**config.mk**
```make
export PLATFORM = sky130hd
export DESIGN_NAME = bram_stream_reader_flat
export DESIGN_NICKNAME = d
export VERILOG_FILES = /design/src/rtl/simd_mem_pkg.sv /design/src/rtl/bram_stream_reader_if.sv /design/src/rtl/stream_buf2.sv /design/src/rtl/bram_stream_reader.sv /design/src/flat_wrapper.sv
export SDC_FILE = /design/constraint.sdc
export NUM_CORES = 1
export LEC_CHECK = 0
export CAP_MARGIN = 20
export CORE_ASPECT_RATIO = 0.5
export CORE_MARGIN = 8
export CORE_UTILIZATION = 55
export CTS_CLUSTER_SIZE = 40
export DETAILED_ROUTE_END_ITERATION = 8
export GPL_ROUTABILITY_DRIVEN = 0
export HOLD_SLACK_MARGIN = 0.12
export PLACE_DENSITY = 0.86
export SLEW_MARGIN = 20
export SYNTH_ARGS = -nofsm -noshare
export SYNTH_HDL_FRONTEND = slang
export SYNTH_SLANG_ARGS = --single-unit
```
**constraint.sdc**
```tcl
create_clock -name clk -period 31 [get_ports clk]
set_clock_uncertainty 0.05 [all_clocks]
set_input_delay 6.2 -clock clk [delete_from_list [all_inputs] [get_ports clk]]
set_output_delay 6.2 -clock clk [all_outputs]
set_load 0.03 [all_outputs]
```
**src/rtl/simd_mem_pkg.sv**
```systemverilog
// Shared definitions for the vector BRAM read path: default sizes, address type
// and the read sequencer state encoding.
package simd_mem_pkg;
  localparam int DATA_WIDTH_DEF = 128;
  localparam int DEPTH_DEF      = 256;
  localparam int ADDR_W_DEF     = $clog2(DEPTH_DEF);

  typedef logic [ADDR_W_DEF-1:0] addr_t;

  typedef enum logic [1:0] {
    IDLE  = 2'd0,
    ISSUE = 2'd1,
    DRAIN = 2'd2
  } rd_state_e;
endpackage

```
**src/rtl/bram_stream_reader_if.sv**
```systemverilog
// Valid/ready beat stream with a last-beat marker, produced by bram_stream_reader.
interface bram_stream_reader_if #(
  parameter int DATA_WIDTH = 128
);
  logic                  m_valid;
  logic                  m_ready;
  logic [DATA_WIDTH-1:0] m_data;
  logic                  m_last;

  modport master (output m_valid, output m_data, output m_last, input m_ready);
  modport slave  (input m_valid, input m_data, input m_last, output m_ready);
endinterface

```
**src/rtl/stream_buf2.sv**
```systemverilog
// Two-entry register FIFO with valid/ready output; head entry drives the output
// directly and the occupancy is exported for the upstream issue decision.
module stream_buf2 #(
  parameter int W = 129
) (
  input  logic         clk,
  input  logic         rst,
  input  logic         push,
  input  logic [W-1:0] push_data,
  input  logic         ready,
  output logic         valid,
  output logic [W-1:0] data,
  output logic [1:0]   occupancy
);
  logic [W-1:0] tail;
  logic         pop;

  assign valid = (occupancy != 2'd0);
  assign pop   = valid & ready;

  always_ff @(posedge clk or posedge rst) begin
    if (rst) begin
      occupancy <= 2'd0;
      data      <= '0;
      tail      <= '0;
    end else begin
      occupancy <= occupancy + {1'b0, push} - {1'b0, pop};
      if (pop) begin
        // Full with simultaneous push: tail moves to head, new word takes the tail.
        if (occupancy == 2'd2) begin
          data <= tail;
          if (push) tail <= push_data;
        end else if (push) begin
          data <= push_data;
        end
      end else if (push) begin
        if (occupancy == 2'd0) data <= push_data;
        else                   tail <= push_data;
      end
    end
  end
endmodule

```
**src/rtl/bram_stream_reader.sv**
```systemverilog
// Sequential BRAM read sequencer presenting words as a valid/ready stream.
// Optional macro BRAM_RD_STRIDE_EN adds a latched address stride input.
module bram_stream_reader
  import simd_mem_pkg::*;
#(
  parameter int DATA_WIDTH = DATA_WIDTH_DEF,
  parameter int DEPTH      = DEPTH_DEF,
  localparam int ADDR_W    = $clog2(DEPTH)
) (
  input  logic                  clk,
  input  logic                  rst,
  input  logic                  start,
  input  logic [ADDR_W-1:0]     base_addr,
  input  logic [ADDR_W:0]       count,
`ifdef BRAM_RD_STRIDE_EN
  input  logic [ADDR_W-1:0]     stride,
`endif
  output logic                  busy,
  output logic                  done,
  output logic [ADDR_W-1:0]     bram_addr,
  output logic                  bram_we,
  input  logic [DATA_WIDTH-1:0] bram_rdata,
  bram_stream_reader_if.master  m
);
  rd_state_e               state;
  logic [ADDR_W-1:0]       rd_ptr, addr_hold, step;
  logic [ADDR_W:0]         issue_cnt, beat_cnt;
  logic                    inflight, last_inflight, zero_done;
  logic                    issue, pop, buf_valid;
  logic [1:0]              occ;
  logic [2:0]              load;
  logic [DATA_WIDTH:0]     buf_data;

`ifdef BRAM_RD_STRIDE_EN
  logic [ADDR_W-1:0] stride_q;
  assign step = stride_q;
`else
  assign step = ADDR_W'(1);
`endif

  assign pop  = buf_valid & m.m_ready;
  // A read may only issue if its word is guaranteed a free slot on arrival.
  assign load  = {1'b0, occ} + {2'b0, inflight};
  assign issue = (state == ISSUE) && (load < (3'd2 + {2'b0, pop}));

  assign bram_addr = issue ? rd_ptr : addr_hold;
  assign bram_we   = 1'b0;
  assign busy      = (state != IDLE) | zero_done;
  assign done      = zero_done | ((state == DRAIN) && pop && (beat_cnt == (ADDR_W+1)'(1)));

  assign m.m_valid = buf_valid;
  assign m.m_data  = buf_data[DATA_WIDTH-1:0];
  assign m.m_last  = buf_data[DATA_WIDTH];

  always_ff @(posedge clk or posedge rst) begin
    if (rst) begin
      state         <= IDLE;
      rd_ptr        <= '0;
      addr_hold     <= '0;
      issue_cnt     <= '0;
      beat_cnt      <= '0;
      inflight      <= 1'b0;
      last_inflight <= 1'b0;
      zero_done     <= 1'b0;
`ifdef BRAM_RD_STRIDE_EN
      stride_q      <= '0;
`endif
    end else begin
      addr_hold     <= bram_addr;
      inflight      <= issue;
      last_inflight <= issue && (issue_cnt == (ADDR_W+1)'(1));
      zero_done     <= 1'b0;
      if (pop) beat_cnt <= beat_cnt - (ADDR_W+1)'(1);
      unique case (state)
        IDLE: begin
          if (start && !zero_done) begin
            if (count != '0) begin
              state     <= ISSUE;
              rd_ptr    <= base_addr;
              issue_cnt <= count;
              beat_cnt  <= count;
`ifdef BRAM_RD_STRIDE_EN
              stride_q  <= stride;
`endif
            end else begin
              zero_done <= 1'b1;
            end
          end
        end
        ISSUE: begin
          if (issue) begin
            rd_ptr    <= rd_ptr + step;
            issue_cnt <= issue_cnt - (ADDR_W+1)'(1);
            if (issue_cnt == (ADDR_W+1)'(1)) state <= DRAIN;
          end
        end
        DRAIN: begin
          if (pop && (beat_cnt == (ADDR_W+1)'(1))) state <= IDLE;
        end
        default: state <= IDLE;
      endcase
    end
  end

  stream_buf2 #(.W(DATA_WIDTH + 1)) u_buf (
    .clk       (clk),
    .rst       (rst),
    .push      (inflight),
    .push_data ({last_inflight, bram_rdata}),
    .ready     (m.m_ready),
    .valid     (buf_valid),
    .data      (buf_data),
    .occupancy (occ)
  );
endmodule

```
**src/flat_wrapper.sv**
```systemverilog
// flat-port wrapper written by rule: the top's interface ports become plain ports
module bram_stream_reader_flat import simd_mem_pkg::*;
#(
  parameter int DATA_WIDTH = DATA_WIDTH_DEF,
  parameter int DEPTH      = DEPTH_DEF,
  localparam int ADDR_W    = $clog2(DEPTH)
)
  (clk, rst, start, base_addr, count, busy, done, bram_addr, bram_we, bram_rdata, m_m_valid, m_m_data, m_m_last, m_m_ready);
  bram_stream_reader_if #(.DATA_WIDTH(DATA_WIDTH)) m_i ();
  input  logic clk;
  input  logic rst;
  input  logic start;
  input  logic [ADDR_W-1:0] base_addr;
  input  logic [ADDR_W:0] count;
  output logic busy;
  output logic done;
  output logic [ADDR_W-1:0] bram_addr;
  output logic bram_we;
  input  logic [DATA_WIDTH-1:0] bram_rdata;
  output wire logic [$bits(m_i.m_valid)-1:0] m_m_valid;
  output wire logic [$bits(m_i.m_data)-1:0] m_m_data;
  output wire logic [$bits(m_i.m_last)-1:0] m_m_last;
  input wire logic [$bits(m_i.m_ready)-1:0] m_m_ready;
  assign m_m_valid = m_i.m_valid;
  assign m_m_data = m_i.m_data;
  assign m_m_last = m_i.m_last;
  assign m_i.m_ready = m_m_ready;
  bram_stream_reader #(.DATA_WIDTH(DATA_WIDTH), .DEPTH(DEPTH)) u_core (.clk(clk), .rst(rst), .start(start), .base_addr(base_addr), .count(count), .busy(busy), .done(done), .bram_addr(bram_addr), .bram_we(bram_we), .bram_rdata(bram_rdata), .m(m_i));
endmodule
```
# --- Word level (Yosys, flattened, before mapping) ---
# Index checks and enable logic that the tools add are counted.
# W data, S select, Z words.
totals:
  reg_bits: 299
  word_cells: 85
classes:
  addsub: 7
  order_cmp: 1
  n_eq_ne: 12
  n_mux: 31
  bitwise_logic: 3
  n_reduce_logical: 20
op_table:
  columns: ["operator", "count"]
  rows:
  - ["$mux W129", 9]
  - ["$mux W9", 7]
  - ["$mux W8", 4]
  - ["$eq A9 B1 Y1 const B", 2]
  - ["$pmux W9 S2", 1]
  - ["$sub A9 B1 Y9 const B", 2]
  - ["$pmux W8 S2", 1]
  - ["$reduce_bool A2 Y1", 6]
  - ["$mux W2", 5]
  - ["$reduce_bool A9 Y1", 1]
  - ["$add A8 B1 Y8 const B", 1]
  - ["$ne A2 B1 Y1 const B", 4]
  - ["$logic_and A1 B1 Y1", 6]
  - ["$ne A2 B2 Y1 const B", 3]
  - ["$pmux W2 S3", 1]
  - ["$reduce_and A3 Y1", 2]
  - ["$reduce_and A5 Y1", 1]
  - ["$eq A2 B2 Y1 const B", 2]
  - ["$logic_not A2 Y1", 2]
  - ["$reduce_and A4 Y1", 1]
  - ["$add A2 B1 Y3", 1]
  - ["$add A2 B1 Y3 const A", 1]
  - ["$lt A3 B3 Y1", 1]
  - ["$mux W1", 3]
  - ["6 further kinds", 7]

# --- Longest topological paths before layout ---
depth:
  ltp_word: 7
  ltp_mapped: 7
  depth_no_buf: 7

# --- Modules after synthesis ---
# A second synthesis with hierarchy kept.
hier_totals:
  hier_cells: 1206
  area_unflattened_um2: 14660.3
by_module_without_submodules:
  columns: ["module", "n_inst", "cells_per_inst", "area_per_inst_um2"]
  rows:
  - ["stream_buf2", 1, 960, 12374.4]
  - ["bram_stream_reader", 1, 246, 2285.9]

# --- Worst setup path after synthesis ---
# No wires, ideal clock.
synth_path:
  path_kind: "input -> output"
  startpoint: "in m_m_ready"
  endpoint: "out done"
  arrival_time_ns: 7.336
  required_ns: 24.750
  slack_ns: 17.414
  cell_stages: 4
  n_path_buf: 0
  path_cell_list: "o21ai_2 nor3_1 nand4b_1 o21bai_1"
synth_between:
  elab_chain_cells: 4
synth_rtl:
  columns: ["element", "line_no", "text"]
  rows:
  - ["start: declaration", "flat_wrapper.sv:23", "input wire logic [$bits(m_i.m_ready)-1:0] m_m_ready;"]
  - ["$and A1 B1 Y1", "bram_stream_reader.sv:41", "assign pop = buf_valid & m.m_ready;"]
  - ["$logic_and A1 B1 Y1 (2 in series)", "bram_stream_reader.sv:49", "assign done = zero_done | ((state == DRAIN) && pop && (beat_cnt == (ADDR_W+1)'(1)));"]
  - ["$or A1 B1 Y1", "bram_stream_reader.sv:49", null]
  - ["end: declaration", "flat_wrapper.sv:16", "output logic done;"]
# No other way between the ends.

# --- Worst setup path in the final report ---
layout_path:
  startpoint: "in m_m_ready"
  endpoint: "out bram_addr[1]"
layout_between:
  elab_chain_cells: 5
layout_rtl:
  columns: ["element", "line_no", "text"]
  rows:
  - ["$and A1 B1 Y1", "bram_stream_reader.sv:41", null]
  - ["$add A2 B1 Y3", "bram_stream_reader.sv:44", "assign issue = (state == ISSUE) && (load < (3'd2 + {2'b0, pop}));"]
  - ["$lt A3 B3 Y1", "bram_stream_reader.sv:44", null]
  - ["$logic_and A1 B1 Y1", "bram_stream_reader.sv:44", null]
  - ["$mux W8", "bram_stream_reader.sv:46", "assign bram_addr = issue ? rd_ptr : addr_hold;"]
  - ["end: declaration", "flat_wrapper.sv:17", "output logic [ADDR_W-1:0] bram_addr;"]
# No other way between the ends.

==> impl_metrics.ini <==
[logic_synthesis]
synthAdderAreaFrac_pct = 0.8738
ys_types = 48
synth-simple-area-share_pct = 6.922
synth-main-ff-cell = dfrtp_1
ys_ff_latch = 299
synthCells = 1072
synth_compound_area_share_pct = 8.243
synth_top_family_by_area = multiplexers
ys_async_sr_fraction_pct = 100.0
synth_fp_nets = 1230
syn_avg_cell_area_um2 = 12.02
synth_warnings = 0
synthXorXnorAreaFrac_pct = 0.6796
synthesis.area_um2 = 12890
synth.yosys.seq_area_share_pct = 58.06
synth_edf_count = 0
synth.mux.area_fraction_pct = 22.15

[run]
cap_violations = 0

[place]
dp.cells = 1605
io_buffers = 288
dpl.hpwl_um = 22710
pre_cts_slack_ns = 16.18

[timing]
fmax_mhz = 67.42
final.min_clock_period_ns = 14.83
hold_viol_final = 0
setup_tns_ns = 0
grt_setup_unrepaired = false
worst_slew_pin_slew_ns = 1.078
layout_setup_ws_ns = 16.17
relSlewSlack_pct = 28.16
fin_crit_sh_pct = 47.84
slew_viol_final = 0
setup_viol = 0

[critical_path]
crit_family = buffers and inverters
crit_top_cell = clkdlybuf4s50_1
crit_start = m_m_ready
crit_fanout = 10
endpoint_kind = output pin
slowest_stage = clkdlybuf4s50_1
cp_cell_sequence = clkdlybuf4s50_1 -> o21ai_2 -> o21ai_1 -> nand2_1 -> mux2_2 -> clkdlybuf4s50_1
setup.worst_path.class = in2out
crit_buf_inv = 2
max_stage_delay_ns = 0.69
worstReg2RegStart = u_core.u_buf.occupancy[0]$_DFF_PP0_
crit_required_ns = 24.75
arrival_ns = 8.58
start_kind = input port

[drt]
drcViolationCount = 0
first_iter_violations = 731
via_count = 9118
firstDrtPassIters = 4
via_per_inst = 5.503
routed_wl_um = 33120
ant_nets = 0
wl_per_cell_um = 19.99

[clock_network]
cts_max_level = 1
ctsHoldBuffers = 0
cts_tree = yes
post_cts.repair.setup_buffers = 0
numCtsBuffers = 27
clk_path_buf_depth = 3
cts_resized = 0
clockRootBuffer = clkbuf_16
clkLatencyLatePin_ns = 0.54
clkTransAtPathRegs_ns = 0.06
cts.sinks = 299

[floorplanning]
die-area_um2 = 28880
start_util_pct = 56.19
io_pins = 290
die_y_um = 124.2
num_rows = 39
core-area_um2 = 22930
die_x_um = 232.5

[run_status]
status = completed

[global_route]
antenna_found_initial = 4
globalRouteOverflowTotal = 0
grt_max_degree = 259
grt_pass1_vias = 9565
grt_util_all_layers_pct = 22.12
grt_pass1_wl_um = 52010

[pwr]
power_density_nw_per_um2 = 121.2
ir_drop_mv = 0.09749
power.leakage_nw = 7.692

[min_path]
min_from = u_core.addr_hold[7]$_DFF_PP0_
hp-class = reg2reg

[layout]
nNetsFinal = 1485
area_delta_synth_final_pct = 30.98
multi_input_area_um2 = 5044
finalNonFillerCells = 1657
seqCellArea_um2 = 7482
fill_cells = 1546
drive_gt1_share_pct = 14.56
[metal layers]
layer	up-vias	wire length (µm)	global-route usage, %
met5	-	0	0
met4	0	1354	8.974
met3	85	1309	4.297
met2	191	18020	41.48
met1	4568	12440	24.16
li1	4274	-	-
[cells in the final DEF, fill, tap and decap left out, types with 2 or more instances in the layout]
cell type,n
mux2_2,137
o211ai_1,2
xor2_1,6
nor4_1,3
or2_2,2
xnor2_1,4
or3_1,2
buf_4,4
buf_12,2
bufinv_16,5
clkdlybuf4s50_1,288
o21ai_1,2
and3_1,2
a21oi_1,155
nand3_1,11
nor2_1,137
clkinvlp_4,2
nand2b_1,3
mux2i_1,131
dfrtp_1,299
inv_1,11
ha_1,9
clkbuf_16,27
clkbuf_1,7
o21ai_0,16
nand3b_1,2
clkbuf_8,5
nor3_1,3
o22ai_1,8
nand2_1,32
nand4b_1,3
diode_2,4
[worst reg2reg max path, delay by kind of cell, from the launching register on]
| kind | cells | cell delay (ns) |
|---|---|---|
| buffers and inverters | 2 | 1.40 |
| DFF | 1 | 0.48 |
| muxes | 1 | 0.45 |
| and+or+nand+nor | 2 | 0.76 |
[state kept, by name, indices dropped and copies added, names as in the netlist]
signal and flops:
u_core.last_inflight 1, u_core.u_buf.occupancy 2, u_core.beat_cnt 9, u_core.zero_done 1, u_core.issue_cnt 9, u_core.u_buf.data 129
u_core.state 2, u_core.inflight 1, u_core.rd_ptr 8, u_core.addr_hold 8, u_core.u_buf.tail 129
[report_power, final]
part / switching, mW / leakage [nW] / total (mW) / internal (mW)
Combinational: 0.548 / 3.80 / 0.976 / 0.428
Sequential: 0.120 / 3.43 / 0.712 / 0.592
Clock: 0.143 / 0.456 / 0.357 / 0.214
[path summary, 6_finish.rpt]
check	slack, ns	endpoint	cells after the start
worst max-delay path	16.17	bram_addr[1]	6
worst min-delay path	0.45	u_core.addr_hold[7]$_DFF_PP0_	1
worst max register to register	27.75	u_core.u_buf.tail[41]$_DFFE_PP0P_	5
worst min register to register	0.45	u_core.addr_hold[7]$_DFF_PP0_	1
max in group asynchronous	23.15	u_core.u_buf.data[58]$_DFFE_PP0P_	3
min in group asynchronous	6.15	u_core.u_buf.data[44]$_DFFE_PP0P_	2
[metrics by stage]
stage	area, µm²	hold slack [ns]	total power, mW	util [%]
after detailed placement	15910	0.4339	1.697	69.37
final	16880	0.4504	2.046	73.60
after CTS	16860	0.4522	2.062	73.51
after global placement	15910	0.4297	1.646	69.37
after global routing	16880	0.4624	2.161	73.60
after floorplan	12890	0.4287	1.352	-
[cell usage after synthesis (4+ instances only)]
library cell / instances / area share, %
buf_4: 4 / 0.23
dfrtp_1: 299 / 58
mux2_2: 137 / 12
o21ai_0: 16 / 0.62
xor2_1: 6 / 0.41
mux2i_1: 131 / 10
nand3_1: 12 / 0.47
a21oi_1: 155 / 6.0
xnor2_1: 4 / 0.27
nor2_1: 137 / 4.0
ha_1: 9 / 0.87
inv_1: 12 / 0.35
buf_2: 50 / 1.9
clkbuf_1: 10 / 0.29
o22ai_1: 8 / 0.39
nand2_1: 32 / 0.93
[cell type report]
class,instances,share of cell area (%)
Clock inverter,9,1.060
Clock buffer,39,4.566
Antenna cell,4,0.05930
Inverter,12,0.3410
Timing Repair Buffer,294,17.49
Multi-Input combinational cell,693,29.88
Sequential cell,299,44.33
Tap cell,307,2.276
[kinds of logic (layout without fill, tap and decap cells)]
kind of cell | count (synthesis) | in the layout
flops | 299 | 299
mux | 268 | 268
simple gates | 208 | 208
compound gates | 197 | 197
buf+inv | 80 | 354
xor+xnor | 10 | 10
fa+ha+maj | 9 | 9
other cells | 1 | 5
Note: power is estimated with default switching activity, not from simulation.
